`src/rtl/adc_pkg.sv`:
```
// Shared types and default timing for the ADC0809 conversion controller.
package adc_pkg;

   typedef enum logic [2:0] {
      IDLE,
      START,
      WAIT_LO,
      WAIT_HI,
      READ,
      DONE
   } adc_state_t;

   localparam int DEF_SAMPLE_PERIOD = 50000;
   localparam int DEF_START_W       = 10;
   localparam int DEF_EOC_TIMEOUT   = 20000;
   localparam int DEF_OE_SETTLE     = 2;
   localparam int ADC_DW            = 8;

   function automatic int max3(input int a, input int b, input int c);
      int m;
      m = (a > b) ? a : b;
      return (m > c) ? m : c;
   endfunction

endpackage

```
`src/rtl/sync2.sv`:
```
// Generic two-flop synchroniser with synchronous active-high reset.
module sync2 #(
   parameter int W = 1
) (
   input  logic         clk,
   input  logic         rst,
   input  logic [W-1:0] d,
   output logic [W-1:0] q
);

   logic [W-1:0] meta;

   always_ff @(posedge clk) begin
      if (rst) begin
         meta <= '0;
         q    <= '0;
      end else begin
         meta <= d;
         q    <= meta;
      end
   end

endmodule

```
`src/rtl/adc0809_ctrl.sv`:
```
// ADC0809 conversion sequencer: periodic launch, EOC handshake with timeout,
// OE-gated read and a one-cycle sample strobe for the display path.
//
// state   | meaning
// IDLE    | waiting for en and the period counter to saturate
// START   | adc_start/adc_ale high for START_W cycles
// WAIT_LO | waiting for synchronised EOC to fall (timeout guarded)
// WAIT_HI | waiting for synchronised EOC to rise (timeout guarded)
// READ    | adc_oe high for OE_SETTLE+1 cycles, bus latched on the last one
// DONE    | sample_valid strobe
module adc0809_ctrl
   import adc_pkg::*;
#(
   parameter int SAMPLE_PERIOD = DEF_SAMPLE_PERIOD,
   parameter int START_W       = DEF_START_W,
   parameter int EOC_TIMEOUT   = DEF_EOC_TIMEOUT,
   parameter int OE_SETTLE     = DEF_OE_SETTLE
) (
   input  logic              clk,
   input  logic              rst,
   input  logic              en,
   input  logic [2:0]        ch_sel,
   input  logic              adc_eoc,
   input  logic [ADC_DW-1:0] adc_d,
   output logic              adc_start,
   output logic              adc_ale,
   output logic [2:0]        adc_addr,
   output logic              adc_oe,
   output logic [ADC_DW-1:0] sample,
   output logic [2:0]        sample_ch,
   output logic              sample_valid,
   output logic              timeout_err,
   output logic              busy
);

   localparam int PER_W = $clog2(SAMPLE_PERIOD);
   localparam int TMR_W = $clog2(max3(START_W, EOC_TIMEOUT, OE_SETTLE + 1) + 1);

   localparam logic [PER_W-1:0] PER_LAST   = PER_W'(SAMPLE_PERIOD - 1);
   localparam logic [TMR_W-1:0] START_LAST = TMR_W'(START_W - 1);
   localparam logic [TMR_W-1:0] TO_LAST    = TMR_W'(EOC_TIMEOUT - 1);
   localparam logic [TMR_W-1:0] OE_LAST    = TMR_W'(OE_SETTLE);

   adc_state_t       state;
   adc_state_t       state_nxt;
   logic [PER_W-1:0] per_cnt;
   logic [TMR_W-1:0] tmr;
   logic             eoc_s;
   logic             launch;
   logic             abort;
   logic             latch;

   sync2 #(.W(1)) u_eoc_sync (
      .clk (clk),
      .rst (rst),
      .d   (adc_eoc),
      .q   (eoc_s)
   );

   always_comb begin
      state_nxt = state;
      launch    = 1'b0;
      abort     = 1'b0;
      latch     = 1'b0;
      case (state)
         IDLE: begin
            if (en && (per_cnt == PER_LAST)) begin
               state_nxt = START;
               launch    = 1'b1;
            end
         end
         START: begin
            if (tmr == START_LAST) state_nxt = WAIT_LO;
         end
         WAIT_LO: begin
            if (!eoc_s) begin
               state_nxt = WAIT_HI;
            end else if (tmr == TO_LAST) begin
               state_nxt = IDLE;
               abort     = 1'b1;
            end
         end
         WAIT_HI: begin
            if (eoc_s) begin
               state_nxt = READ;
            end else if (tmr == TO_LAST) begin
               state_nxt = IDLE;
               abort     = 1'b1;
            end
         end
         READ: begin
            if (tmr == OE_LAST) begin
               state_nxt = DONE;
               latch     = 1'b1;
            end
         end
         DONE:    state_nxt = IDLE;
         default: state_nxt = IDLE;
      endcase
   end

   // The phase timer restarts on every state change and idles at zero in IDLE.
   always_ff @(posedge clk) begin
      if (rst) begin
         state       <= IDLE;
         per_cnt     <= PER_LAST;
         tmr         <= '0;
         adc_addr    <= '0;
         sample      <= '0;
         sample_ch   <= '0;
         timeout_err <= 1'b0;
      end else begin
         state       <= state_nxt;
         timeout_err <= abort;
         if (launch) begin
            per_cnt <= '0;
         end else if (per_cnt != PER_LAST) begin
            per_cnt <= per_cnt + 1'b1;
         end
         if (state_nxt != state) begin
            tmr <= '0;
         end else if (state != IDLE) begin
            tmr <= tmr + 1'b1;
         end
         if (launch) adc_addr <= ch_sel;
         if (latch) begin
            sample    <= adc_d;
            sample_ch <= adc_addr;
         end
      end
   end

   assign adc_start    = (state == START);
   assign adc_ale      = (state == START);
   assign adc_oe       = (state == READ);
   assign sample_valid = (state == DONE);
   assign busy         = (state != IDLE);

endmodule

```
`config.mk`:
```
export PLATFORM = sky130hd
export DESIGN_NAME = adc0809_ctrl
export DESIGN_NICKNAME = d
export VERILOG_FILES = /design/src/rtl/adc_pkg.sv /design/src/rtl/sync2.sv /design/src/rtl/adc0809_ctrl.sv
export SDC_FILE = /design/constraint.sdc
export NUM_CORES = 1
export LEC_CHECK = 0
export ABC_AREA = 0
export CAP_MARGIN = 20
export CORE_UTILIZATION = 30
export CTS_BUF_LIST = sky130_fd_sc_hd__clkbuf_16
export CTS_CLUSTER_DIAMETER = 60
export DETAILED_ROUTE_END_ITERATION = 10
export GPL_TIMING_DRIVEN = 1
export HOLD_SLACK_MARGIN = 0.08
export PLACE_DENSITY = 0.59
export SYNTH_ARGS = -nofsm -noshare
export SYNTH_HDL_FRONTEND = slang
export SYNTH_SLANG_ARGS = --single-unit
```
`constraint.sdc`:
```
create_clock -name clk -period 2.9 [get_ports clk]
set_clock_uncertainty 0.1 [all_clocks]
set_input_delay 0.58 -clock clk [delete_from_list [all_inputs] [get_ports clk]]
set_output_delay 0.58 -clock clk [all_outputs]
set_load 0.02 [all_outputs]
```
==> results.cfg <==
[yosys]
netlist_instances = 267
yosysSeqAreaShare_pct = 42.3
yosys-top-cells-area = dfxtp_1, xnor2_1, nor3_1
synth_edf_count = 0
ys_ff_latch = 51
yosys.area.top_type = dfxtp_1
synth_top_cells_by_count = dfxtp_1, nor3_1, nor2_1, nand2_1, xnor2_1
async_reset_ff_share_pct = 0
synth_flop_cell = dfxtp_1
yosysTopAreaCellShare_pct = 42.3
synth_area_um2 = 2410
avgSynthCellArea_um2 = 9.04
synth.most_common_cell = dfxtp_1
synth_nets = 286
yosysWarnings = 0
ys_types = 45

[clock_tree]
cts.sinks = 51
post_cts.repair.setup_buffers = 0
post_cts_resized = 0
root_buffer = clkbuf_16
tritoncts = yes
numCtsBuffers = 5
clk_pin_slew_worst_paths_ns = 0.06
htree_levels = 2
clock_latency_ns = 0.29
cts_hold_buf = 0
clk_path_buf_depth = 2

[job]
maxCapViolCount = 0

[pwr]
comb_power_share_pct = 28.4
irDropWorstVdd_mv = 0.360
p_int_mw = 1.44
power.leakage_nw = 0.995
seqPwrFrac_pct = 41.6
netSwitchingFraction_pct = 32.8
clkPwrFrac_pct = 30.0
p_per_area_nw_per_um2 = 715
switchingPower_uw = 704

[final_layout]
fin_util_pct = 38.6
layout.nets = 319
drive_gt1_share_pct = 6.33
fin_area_um2 = 3000
syn_to_final_growth_pct = 24.1
seqCellArea_um2 = 1020
multi_input_area_um2 = 1300
antenna_cells = 0
n_fill_cell = 797

[outcome]
status = finished, final reports clean

[global_routing]
track_usage_pct = 12.7
grt_pass1_wl_mm = 8.56
antenna_found_initial = 0
grt_max_degree = 31
grt_pass1_vias = 1791
gr-total-overflow = 0

[critical_path]
path_max_fanout = 10
max_stage_delay_ns = 0.66
critPathLaunchType = flip-flop
crit_required_ns = 2.22
r2r_end = tmr[1]$_SDFFE_PP0N_
cp_slowest_cell = clkdlybuf4s50_1
criticalPathCategory = reg -> out
worstReg2RegStart = per_cnt[5]$_SDFFE_PP0N_
end_kind = primary output
cp-startpoint = state[0]$_SDFF_PP0_
rrSetupSlack_ns = 0.68
cp_cell_sequence = inv_1, nor3_1, clkdlybuf4s50_1
rr_worst_depth = 5
crit_arrival_ns = 1.94

[sta]
fmax_ghz = 0.381
relSlewSlack_pct = 66.1
maxSlewViolCount = 0
hold-worst-slack_ns = 0.337
setup_ws_ns = 0.277
hold_viol = 0
worst_pin_slew_ns = 0.504
fin_crit_ns = 2.62
rsz0062_at_grt = no
final.period_utilization_pct = 90.4
setup_violations = 0
fin_setup_tns_ns = 0

[floorplan]
initial_core_util_pct = 31.1
std_cell_rows = 32
core_um2 = 7770
dieArea_um2 = 8410
die_h_um = 91.7
ios = 35
die_w_um = 91.7

[routing]
highest_layer = met4
drc = 0
dr.first_iter.drc_count = 84
viasPerCell = 4.79
drt_pass1_iterations = 4
wl_per_cell_um = 12.3
ant_nets = 0
met2_length_mm = 2.33
via_count = 1925
met3_wirelength_um = 77
wl_mm = 4.96
met1_length_mm = 2.48

[min_path]
whs_endpoint = u_eoc_sync.q$_SDFF_PP0_
hold_path_class = reg -> reg
whs_path_depth = 1
hp-start = u_eoc_sync.meta$_SDFF_PP0_

[place]
place_area_um2 = 2840
gp_congestion = 0.796
port-buffer-count = 34
dp_slack_ns = 0.580
post-dp-hpwl_mm = 3.58
## worst max-delay path by stage
stage	end	slack [ns]	cells after the start
final	adc_start	0.28	3
after global routing	adc_start	0.11	3
after CTS	adc_start	0.27	3
after detailed placement	adc_start	0.58	3
after global placement	adc_start	0.63	3
after floorplan	adc_start	0.80	4
## per-layer routing
layer | GRT usage [%] | vias to the layer above
met5 | 0 | -
met4 | 4.69 | 0
met3 | 2.49 | 6
met2 | 20.2 | 11
met1 | 16.9 | 890
li1 | - | 1018
## sequential cells by signal, indices dropped and copies added, names as in the netlist
signal and count:
u_eoc_sync.q 1, per_cnt 16, state 3, sample 8, sample_ch 3, adc_addr 3
tmr 15, timeout_err 1, u_eoc_sync.meta 1
## area by class of cell
| cell class | count | share of cell area (%) |
|---|---|---|
| tap | 102 | 4.26 |
| timing repair buffer | 37 | 12.1 |
| clock buffer | 5 | 4.17 |
| multi-input combinational | 198 | 43.4 |
| sequential | 51 | 34.1 |
| clock inverter | 2 | 1.13 |
| inverter | 7 | 0.876 |
## critical path: cells and delay by family (launching register included)
family | cells | cell delay [ns]
AND/OR/NAND/NOR | 1 | 0.27
flip-flops | 1 | 0.55
buffers and inverters | 2 | 0.83
## metrics by stage
step,instances,total power [mW]
3_3_place_gp,395,1.51
5_1_grt,402,2.28
2_1_floorplan,267,1.38
4_1_cts,402,2.17
6_report,402,2.14
3_5_place_dp,395,1.52
## power by group through the flow
stage / registers, mW / clock network [mW] / logic [mW]
2_1_floorplan: 0.879 / 0 / 0.502
3_3_place_gp: 0.903 / 0 / 0.611
3_5_place_dp: 0.903 / 0 / 0.615
4_1_cts: 0.889 / 0.661 / 0.619
5_1_grt: 0.908 / 0.687 / 0.687
6_report: 0.891 / 0.643 / 0.610
## cells by family after synthesis
| logic type | after synthesis | share of synthesized area [%] |
|---|---|---|
| AOI/OAI and AO/OA | 29 | 8.34 |
| DFF | 51 | 42.3 |
| and+or+nand+nor | 129 | 29.8 |
| adders and majority gates | 4 | 2.07 |
| buffers and inverters | 18 | 3.83 |
| xor gates and xnor gates | 25 | 9.07 |
| muxes | 11 | 4.56 |
## placed cells by master (no fill, tap or decap), types with 2 or more instances in the layout
master,n
dfxtp_1,51
clkdlybuf4s50_1,34
nor3_1,28
nor2_1,26
nand2_1,21
xnor2_1,17
nand3_1,13
mux2i_1,11
a21oi_1,9
inv_1,8
xor2_1,8
o21ai_0,7
nand4_1,7
and4_1,5
clkbuf_16,5
nor4_1,4
ha_1,4
nand2b_1,3
nand4b_1,3
and3_1,3
nor2b_1,3
o211ai_1,3
buf_4,3
nor3_4,2
or3_1,2
Power figures use the tool's default switching activity.
